File: src/rtl/pipe_stage_chain.sv
// Parametrised pipeline register chain with stall/bubble injection, flush squash,
// and saturating stall/flush performance counters.
module pipe_stage_chain #(
    parameter int unsigned STAGES      = 3,
    parameter int unsigned WIDTH       = 64,
    parameter int unsigned STALL_AT    = 0,
    parameter int unsigned FLUSH_DEPTH = 2,
    parameter int unsigned CNT_W       = 16
) (
    input  logic              clock,
    input  logic              reset_n,
    input  logic              in_valid,
    input  logic [WIDTH-1:0]  in_data,
    output logic              in_ready,
    input  logic              stall,
    input  logic              flush,
    input  logic              cnt_clr,
    output logic              out_valid,
    output logic [WIDTH-1:0]  out_data,
    output logic [STAGES-1:0] stage_valid,
    output logic [CNT_W-1:0]  stall_cnt,
    output logic [CNT_W-1:0]  flush_cnt
);

    // Highest stage index overwritten with a bubble on a flush.
    localparam int unsigned FLUSH_TOP = (FLUSH_DEPTH < STAGES - 1) ? FLUSH_DEPTH : STAGES - 1;
    localparam logic [CNT_W-1:0] CNT_MAX = '1;

    if (STAGES < 2) begin : g_bad_stages
        $error("pipe_stage_chain: STAGES must be >= 2");
    end
    if (STAGES >= 2 && STALL_AT > STAGES - 2) begin : g_bad_stall_at
        $error("pipe_stage_chain: STALL_AT must be in 0..STAGES-2");
    end
    if (FLUSH_DEPTH < 1 || FLUSH_DEPTH > STAGES) begin : g_bad_flush_depth
        $error("pipe_stage_chain: FLUSH_DEPTH must be in 1..STAGES");
    end

    logic                stall_eff;
    logic [STAGES-1:0]   valid_q;
    logic [STAGES-1:0]   valid_d;
    logic [WIDTH-1:0]    data_q [STAGES];
    logic [WIDTH-1:0]    data_d [STAGES];
    logic [CNT_W-1:0]    stall_cnt_q;
    logic [CNT_W-1:0]    flush_cnt_q;

    assign stall_eff = stall & ~flush;
    assign in_ready  = ~(stall | flush);

    always_comb begin
        valid_d[0] = in_valid;
        data_d[0]  = in_valid ? in_data : '0;
        for (int unsigned k = 1; k < STAGES; k++) begin
            valid_d[k] = valid_q[k-1];
            data_d[k]  = data_q[k-1];
        end
        // Flush beats stall; a stall holds the young end and drops one bubble above it.
        for (int unsigned k = 0; k < STAGES; k++) begin
            if (flush && k <= FLUSH_TOP) begin
                valid_d[k] = 1'b0;
                data_d[k]  = '0;
            end else if (stall_eff && k <= STALL_AT) begin
                valid_d[k] = valid_q[k];
                data_d[k]  = data_q[k];
            end else if (stall_eff && k == STALL_AT + 1) begin
                valid_d[k] = 1'b0;
                data_d[k]  = '0;
            end
        end
    end

    always_ff @(posedge clock or negedge reset_n) begin
        if (!reset_n) begin
            valid_q <= '0;
            data_q  <= '{default: '0};
        end else begin
            valid_q <= valid_d;
            data_q  <= data_d;
        end
    end

    always_ff @(posedge clock or negedge reset_n) begin
        if (!reset_n) begin
            stall_cnt_q <= '0;
            flush_cnt_q <= '0;
        end else if (cnt_clr) begin
            stall_cnt_q <= '0;
            flush_cnt_q <= '0;
        end else begin
            if (stall_eff && stall_cnt_q != CNT_MAX) begin
                stall_cnt_q <= stall_cnt_q + CNT_W'(1);
            end
            if (flush && flush_cnt_q != CNT_MAX) begin
                flush_cnt_q <= flush_cnt_q + CNT_W'(1);
            end
        end
    end

    assign out_valid   = valid_q[STAGES-1];
    assign out_data    = data_q[STAGES-1];
    assign stage_valid = valid_q;
    assign stall_cnt   = stall_cnt_q;
    assign flush_cnt   = flush_cnt_q;

endmodule

File: config.mk
export PLATFORM = sky130hd
export DESIGN_NAME = pipe_stage_chain
export DESIGN_NICKNAME = d
export VERILOG_FILES = /design/src/rtl/pipe_stage_chain.sv
export SDC_FILE = /design/constraint.sdc
export NUM_CORES = 1
export LEC_CHECK = 0
export CAP_MARGIN = 15
export CORE_MARGIN = 3
export CORE_UTILIZATION = 40
export CTS_BUF_LIST = sky130_fd_sc_hd__clkbuf_8
export DETAILED_ROUTE_END_ITERATION = 12
export PLACE_DENSITY = 0.65
export SYNTH_ARGS = -nofsm -noshare
export SYNTH_HDL_FRONTEND = slang
export SYNTH_SLANG_ARGS = --single-unit
File: constraint.sdc
create_clock -name clock -period 1.96 [get_ports clock]
set_input_delay 0.196 -clock clock [delete_from_list [all_inputs] [get_ports clock]]
set_output_delay 0.196 -clock clock [all_outputs]
set_load 0.005 [all_outputs]
==> run summary, run 1 <==
The run finished with clean final reports. Synthesis produced a netlist with a net count of 760. The worst-case clock buffer depth is 3. The sequential fraction of the synthesis area is 64.9%. The via-per-instance ratio was 4.94; the synthesis-to-layout area growth was 29.5%. Cells with a size suffix above 1 make up 13.8% of the layout. After synthesis, the cell types taking the most area are dfrtp_1 65%, a22o_1 6.4%, buf_4 5.6%. The clock skew was 0.0151 ns. Element type at the critical path end: a flip-flop. After synthesis the cells add up to 8750 um2. The run gives 0 as the number of max-slew violations in the final report.

The total power of the final layout is 0.00956 W. Timing would allow up to 534 MHz. For the cell-internal power, the log shows 0.00740 W. Distinct cell type count of the synthesized netlist: 48. For this configuration, the core starts out at a cell density of 41.1%. The worst-path maximum fanout works out to 6. The via count of the first global-routing pass is 5,983, and the total clock sinks is 227. Summed over all nets, the half-perimeter wirelength after detailed placement is 12.5 mm.

Summed over all instances, the cell type with the most area after synthesis is dfrtp_1. In the synthesized netlist, the cells that appear most often are 227 x dfrtp_1, 75 x nor2b_1, 67 x and2_1. The critical path goes through nand4_1, nor4b_4, nor4b_2, mux2_2. The chip height came out at 154 um.

The end-of-flow core utilization was 53.2%; the required arrival time at the worst endpoint was 2.35 ns. The count of warnings emitted by yosys is 0. Wire length of the first global-routing pass: 31.0 mm. The critical path in this run is classified as reg -> reg. The final weighted congestion in routability-driven placement is 0.888. The number of antenna diodes in the final layout is 0.

After filler insertion, the fill cell instance count of the layout stands at 1,825. Global routing finished with a remaining overflow of 0. The via count of the routed design was 5,613. Grouping stages by cell kind, the critical path spends the most delay in simple AND/OR/NAND/NOR gates. For the final routed database, the setup TNS stands at 0 ns. After detailed routing, the total wire length is 19.0 mm. The logs give 62.6% for the worst slew margin relative to its limit and 273 for the initial detailed-routing violation count. The count of state elements after synthesis was 227.

The detail route stage leaves a number of antenna-violating nets equal to 0. The largest single stage delay on the critical path is 0.43 ns. The analysis attributes to cell leakage a power of 5.31 nW. For the combined global-route utilization of all metal layers, the log shows 16.1%. The floorplan has 53 rows. The final-report setup violation count came out at 0. The detailed-route wire length per cell came out at 16.7 um. Type of element launching the critical path: a flip-flop.

For the maximum number of pins on one net before global-route repair, the log shows 69. For the standard cell core area, the log shows 21,300 um2. TritonCTS built the clock tree. In this run, placement finished with an instance count of 1,067. In this run the horizontal extent of the chip is 154 um. The register clock-pin slew on the reported worst setup and hold paths came out at 0.06 ns. The tools report the initial antenna violation count as 1.

The largest individual stage delay along the critical path comes from the cell dfrtp_1. The hold violation count in the final report is 0. In this run the power spent charging and discharging nets is 0.00216 W.

The final critical path takes up 95.5% of the cycle. For this design the top-level I/O count stands at 171. The number of nets in the final layout was 906; the average instance area after synthesis was 12.7 um2.

In this run the biggest area consumer among cell types represents 64.9% of the synthesized area. The min-delay analysis places its worst path in the category in -> reg. The clock network burns 44.1% of the power. The tools report the cell at the root of the clock tree as clkbuf_8. Minimum period implied by the final worst setup slack: 1.87 ns. The most used flip-flop cell after synthesis is dfrtp_1. The part of the total power dissipated in sequential elements is 50.4%, and the proportion of register bits with asynchronous set or reset after synthesis is 100%. The die covers 23,700 um2.

Power spread over the standard cell area amounts to 843 nW/um2. For the portion of total power attributed to combinational logic, the log shows 5.6%. The transition time at the pin with the least slew margin is 0.559 ns, and the length of the first detailed-routing pass in iterations is 4. The tools report the clock latency on the worst-skew pair as 0.51 ns. Setup repair after global routing left no endpoint under its margin. The worst-case IR drop observed on VDD is 475 uV. The number of I/O port buffers works out to 170. The logs give 2.26 ns for the data arrival time at the worst-slack endpoint and 1,137 for the final cell count without fillers. The critical path contains buffers and inverters numbering 0 combined.

The CTS buffer count came out at 39. In this run, synthesis inferred 0 flip-flops with an integrated enable. The leading cell type by number of instances after synthesis is dfrtp_1.

The number of DRC violations after detailed routing is 0, and the number of levels the H-tree was split into is 2. Synthesis produced 688 cells. Net switching is 22.6% of the power. The tool flagged a number of max-cap violations equal to 0.
[path summary, 6_finish.rpt]
path,start,endpoint,depth (start not counted),slack [ns]
setup / recovery,flush_cnt[9],flush_cnt[14],4,0.09
hold / removal,flush,stall_cnt[7],4,0.22
setup reg to reg,flush_cnt[9],flush_cnt[14],4,0.09
hold reg to reg,data_q[110],out_data[46],1,0.46
max in group asynchronous,reset_n,data_q[97],3,1.01
min in group asynchronous,reset_n,out_data[8],2,0.25
[cell type report]
| type | count | area [um2] | share of cell area [%] |
|---|---|---|---|
| tap | 275 | 344 | 3.04 |
| inverter | 9 | 33.8 | 0.298 |
| clock inverter | 24 | 163 | 1.44 |
| sequential | 227 | 5680 | 50.1 |
| multi-input combinational | 350 | 2450 | 21.6 |
| clock buffer | 45 | 619 | 5.46 |
| timing repair buffer | 207 | 2040 | 18.0 |
[power groups by stage]
stage	Sequential, W	Clock [W]	Combinational (W)
after CTS	0.00481	0.00435	0.000550
after global placement	0.00489	0	0.000531
after floorplan	0.00489	0	0.000182
final	0.00481	0.00421	0.000534
after global routing	0.00482	0.00458	0.000595
after detailed placement	0.00490	0	0.000547
[registers in the layout (all words and copies together) (netlist names)]
register / cells
out_data: 64
flush_cnt: 16
data_q: 128
stall_cnt: 16
stage_valid: 3
[worst register-to-register path, cell delays in order, from the launching register on]
cell and delay [ns]:
dfrtp_1 0.43, nand4_1 0.28, nor4b_4 0.38, nor4b_2 0.31
mux2_2 0.37
[stage by stage]
step | worst slack, ns | hold slack, ns | instance area [um2]
global placement | -0.141 | 0.194 | 10500
floorplan | 0.0277 | -0.0996 | 8750
finish | 0.0882 | 0.223 | 11300
global route | 0.0204 | 0.216 | 11300
detailed placement | -0.161 | 0.195 | 10500
CTS | 0.0239 | 0.169 | 11300
[per-layer routing]
layer	vias to the layer above	GRT usage (%)	part of all wire, %
met2	213	25.2	47
met1	2772	21.6	43
met4	2	4.50	1.9
met3	36	5.29	8.3
met5	-	0	0.068
li1	2590	-	-
[logic make-up after synthesis]
logic type	Yosys count	share of synthesized area [%]
simple gates	225	15.6
compound gates	111	10.1
buf+inv	111	7.65
mux	12	1.52
flops	227	64.9
fa+ha+maj	2	0.286
[placed cells by master (no fill, tap or decap), types with 2 or more instances in the layout]
cell               n
clkdlybuf4s50_1  168
clkinvlp_4         3
buf_12             5
or4_1              5
and2_1            66
nor4_1             2
o21a_1             3
bufinv_16          2
or3_1              4
and4_1             3
o21ai_0            6
mux2_2            10
nor3_1             6
o41ai_1            3
o31ai_1            6
a21oi_1           11
o311ai_0           2
clkinv_2           7
clkbuf_8          45
nand2_1           13
a31oi_1            2
and3_1             6
nand3_1           12
dfrtp_1          227
nand4_1            7
mux2i_1            2
nor2_1            14
a211oi_1           6
inv_1             20
a22o_1            64
nor2b_1           74
buf_4             31
[repair_timing]
action	in CTS	in global routing
endpoints found under the hold margin	63	0
hold buffers	1	0
setup endpoints to repair	0	3
gates resized for setup	0	5
buffers inserted	0	0
No activity file was read; power rests on OpenSTA's default activity.
==> inputs of run 2 (changes only) <==
PLACE_DENSITY = 0.62   (was 0.65)
clock period = 1.84 ns   (was 1.96 ns; I/O delays follow)
==> run summary, run 2 (same netlist as run 1, synthesis figures left out) <==
The global route total overflow was 0 (unchanged). TritonCTS built the clock tree. The cell sitting at the root of the clock tree is a clkbuf_8.

The number of maximum-capacitance constraint violations was 0 (unchanged). The number of antenna diodes is 0 (unchanged), and the minimum period implied by the final worst setup slack is 1.74 ns (-0.128 ns). STA classifies the critical path endpoint as a flip-flop. For the number of top-level design ports, the log shows 171 (unchanged). The placement row count is 53 (unchanged). The area of the multi-input gates was 2460 um2 (+0.36%). In the layout the commonest cells are 225 x dfrtp_1, 168 x clkdlybuf4s50_1, 74 x nor2b_1, 66 x and2_1, 64 x a22o_1.

The tools report the clock skew as 0.0110 ns (-0.00408 ns). The number of I/O port buffers was 170 (unchanged). The worst setup margin was 0.0959 ns (+0.00775 ns); the effective utilization at floorplan was 41.1% (unchanged). The combined global-route utilization of all metal layers is 16.0% (-0.11 points), and the pre-CTS setup slack is -0.309 ns (-0.148 ns).

The run gives 39 (unchanged) as the CTS buffer count. Last element of the critical path: flush_cnt[0]. Compared with the post-synthesis result, the final layout area differs by 30.5%. The run finished with clean final reports. The leakage power summed over all cells came out at 5.37 nW (+1.2%).

The width of the die came out at 154 um (unchanged). The depth of the worst register-to-register path was 5 (+1); the hold violation count in the final report was 0 (unchanged). The total area of sequential cells was 5680 um2 (about the same); the via count of the first global-routing pass was 5,803 (-3.0%). The transition time at the pin with the least slew margin was 0.542 ns (-0.0170 ns). The largest stage delay on the critical path works out to 0.38 ns (-0.05 ns).

The register clock-pin slew on the reported worst setup and hold paths was 0.06 ns (about the same); the worst-case clock buffer depth was 3 (unchanged). Start-to-end type of the worst setup path: reg -> reg. The total die area is 23,700 um2 (unchanged), and the number of max-slew violations in the final report is 0 (unchanged). The startpoint identified for the worst hold timing path is flush. The setup slack on the worst flop-to-flop path is 0.1 ns (about the same), and the part of the cycle the worst path needs is 94.8% (-0.71 points). The run gives 0 (unchanged) as the number of DRC violations after detailed routing.

The wire length of the first global-routing pass came out at 30.7 mm (-1.0%). The required arrival time at the worst endpoint is 2.22 ns (-0.13 ns). The logs give 573 MHz (+7.3%) for the highest clock rate and 2 (unchanged) for the number of levels the H-tree was split into. The initial detailed-routing violation count is 195 (-29%), and the length of the first detailed-routing pass in iterations is 4 (unchanged). Standard cell core area: 21,300 um2 (unchanged). Power per unit of standard cell area: 874 nW/um2 (+3.6%).

The total power of the final layout came out at 0.00998 W (+4.4%). Setup repair after global routing left no endpoint under its margin. Data arrival time at the worst-slack endpoint: 2.12 ns (-0.14 ns). The via count of the routed design is 5,609 (-0.071%). The type of the tightest min-delay check was in -> reg. Total clock sinks: 227 (unchanged). Commonest non-fill, non-tap cell in the layout: dfrtp_1. The number of buffers inserted to repair setup after CTS is 0 (unchanged), and the via-per-instance ratio is 4.89 (-0.86%).

The number of nets in the final layout is 919 (+1.4%), and the clock latency on the worst-skew pair is 0.50 ns (about the same). The maximum number of pins on one net before global-route repair was 54 (-22%). The chip height was 154 um (unchanged). The remaining number of nets flagged by the antenna check after routing is 0 (unchanged).

data_q holds more flip-flops than any other register. The share of layout cells above drive strength 1 is 14.7% (+0.89 points), and the filler cell count in the final layout is 1,791 (-1.9%). The tools report the type of element launching the critical path as a flip-flop.

Traced cell by cell, the critical path runs through and4_1, nor4b_4, buf_4, a31oi_1, mux2_2. The worst-path maximum fanout is 7 (+1), and the worst-case vdd ir drop is 505 uV (+6.2%). The detailed-route wire length per cell was 16.3 um (-2.9%).

The flip-flop count of the largest register, all copies and words added was 128 (unchanged); the worst slew margin relative to its limit was 63.9% (+1.3 points). Standard cell with the maximum stage delay on the critical path: dfrtp_1. The initial antenna violation count came out at 0 (-1).

The most critical setup path has its startpoint at flush_cnt[3]. In this run the critical register-to-register path is launched from flush_cnt[3]. The post-DP HPWL was 12.7 mm (+1.7%). The aggregate routed wire length came out at 18.6 mm (-2.1%). In this run the critical register-to-register path is captured at flush_cnt[0].

Final-report setup violation count: 0 (unchanged). For the final weighted congestion in routability-driven placement, the log shows 0.863 (-2.8%).
## run 2: where the power goes
group          leakage [nW]  switching [W]  total (W)  internal, W
Sequential             3.14      0.0000401    0.00513      0.00509
Clock                 0.438        0.00186    0.00427      0.00241
Combinational          1.80       0.000297   0.000584     0.000286
Total                  5.37        0.00219    0.00998      0.00779
## run 2: stage by stage
| step | std cells | TNS, ns | hold WS (ns) | area (um2) | utilization (%) |
|---|---|---|---|---|---|
| CTS | 1146 | 0 | 0.149 | 11400 | 53.6 |
| detailed placement | 1080 | -1.31 | 0.132 | 10600 | 50.0 |
| finish | 1146 | 0 | 0.171 | 11400 | 53.7 |
| global route | 1146 | 0 | 0.166 | 11400 | 53.7 |
| floorplan | 688 | 0 | -0.112 | 8770 | - |
| global placement | 1080 | -1.26 | 0.133 | 10600 | 50.0 |
## run 2: worst max-delay path: cells and delay by family (launching register included)
| family | cells | cell delay [ns] |
|---|---|---|
| AO/OA/AOI/OAI | 1 | 0.29 |
| buffers and inverters | 1 | 0.16 |
| multiplexers | 1 | 0.37 |
| AND/OR/NAND/NOR | 2 | 0.41 |
| flip-flops | 1 | 0.38 |
## run 2: area by class of cell
| type | instances | share of cell area, % |
|---|---|---|
| well taps | 275 | 3.01 |
| flip-flops and latches | 227 | 49.8 |
| clock buffers | 50 | 6.02 |
| inverters | 9 | 0.296 |
| repair buffers | 220 | 18.9 |
| clock inverters | 15 | 0.537 |
| multi-input cells | 350 | 21.5 |
## run 2: metal layers
layer | up-vias | GRT usage (%) | part of all wire (%)
li1 | 2620 | - | -
met1 | 2779 | 21.6 | 44
met2 | 178 | 25.3 | 47
met3 | 32 | 4.14 | 6.6
met4 | 0 | 5.38 | 2.3
met5 | - | 0 | 0
## run 2: how the worst min path moves through the flow
stage | end | slack (ns) | cells past startpoint
detailed placement | stall_cnt[15] | 0.13 | 1
global route | out_data[55] | 0.17 | 3
floorplan | data_q[100] | -0.11 | 0
CTS | stage_valid[2] | 0.15 | 3
global placement | stall_cnt[15] | 0.13 | 1
finish | stage_valid[2] | 0.17 | 3
## run 2: what timing repair did
item | 4_1_cts | 5_1_grt
gates resized for setup | 0 | 5
endpoints found under the hold margin | 163 | 0
setup endpoints to repair | 0 | 8
hold buffers | 1 | 0
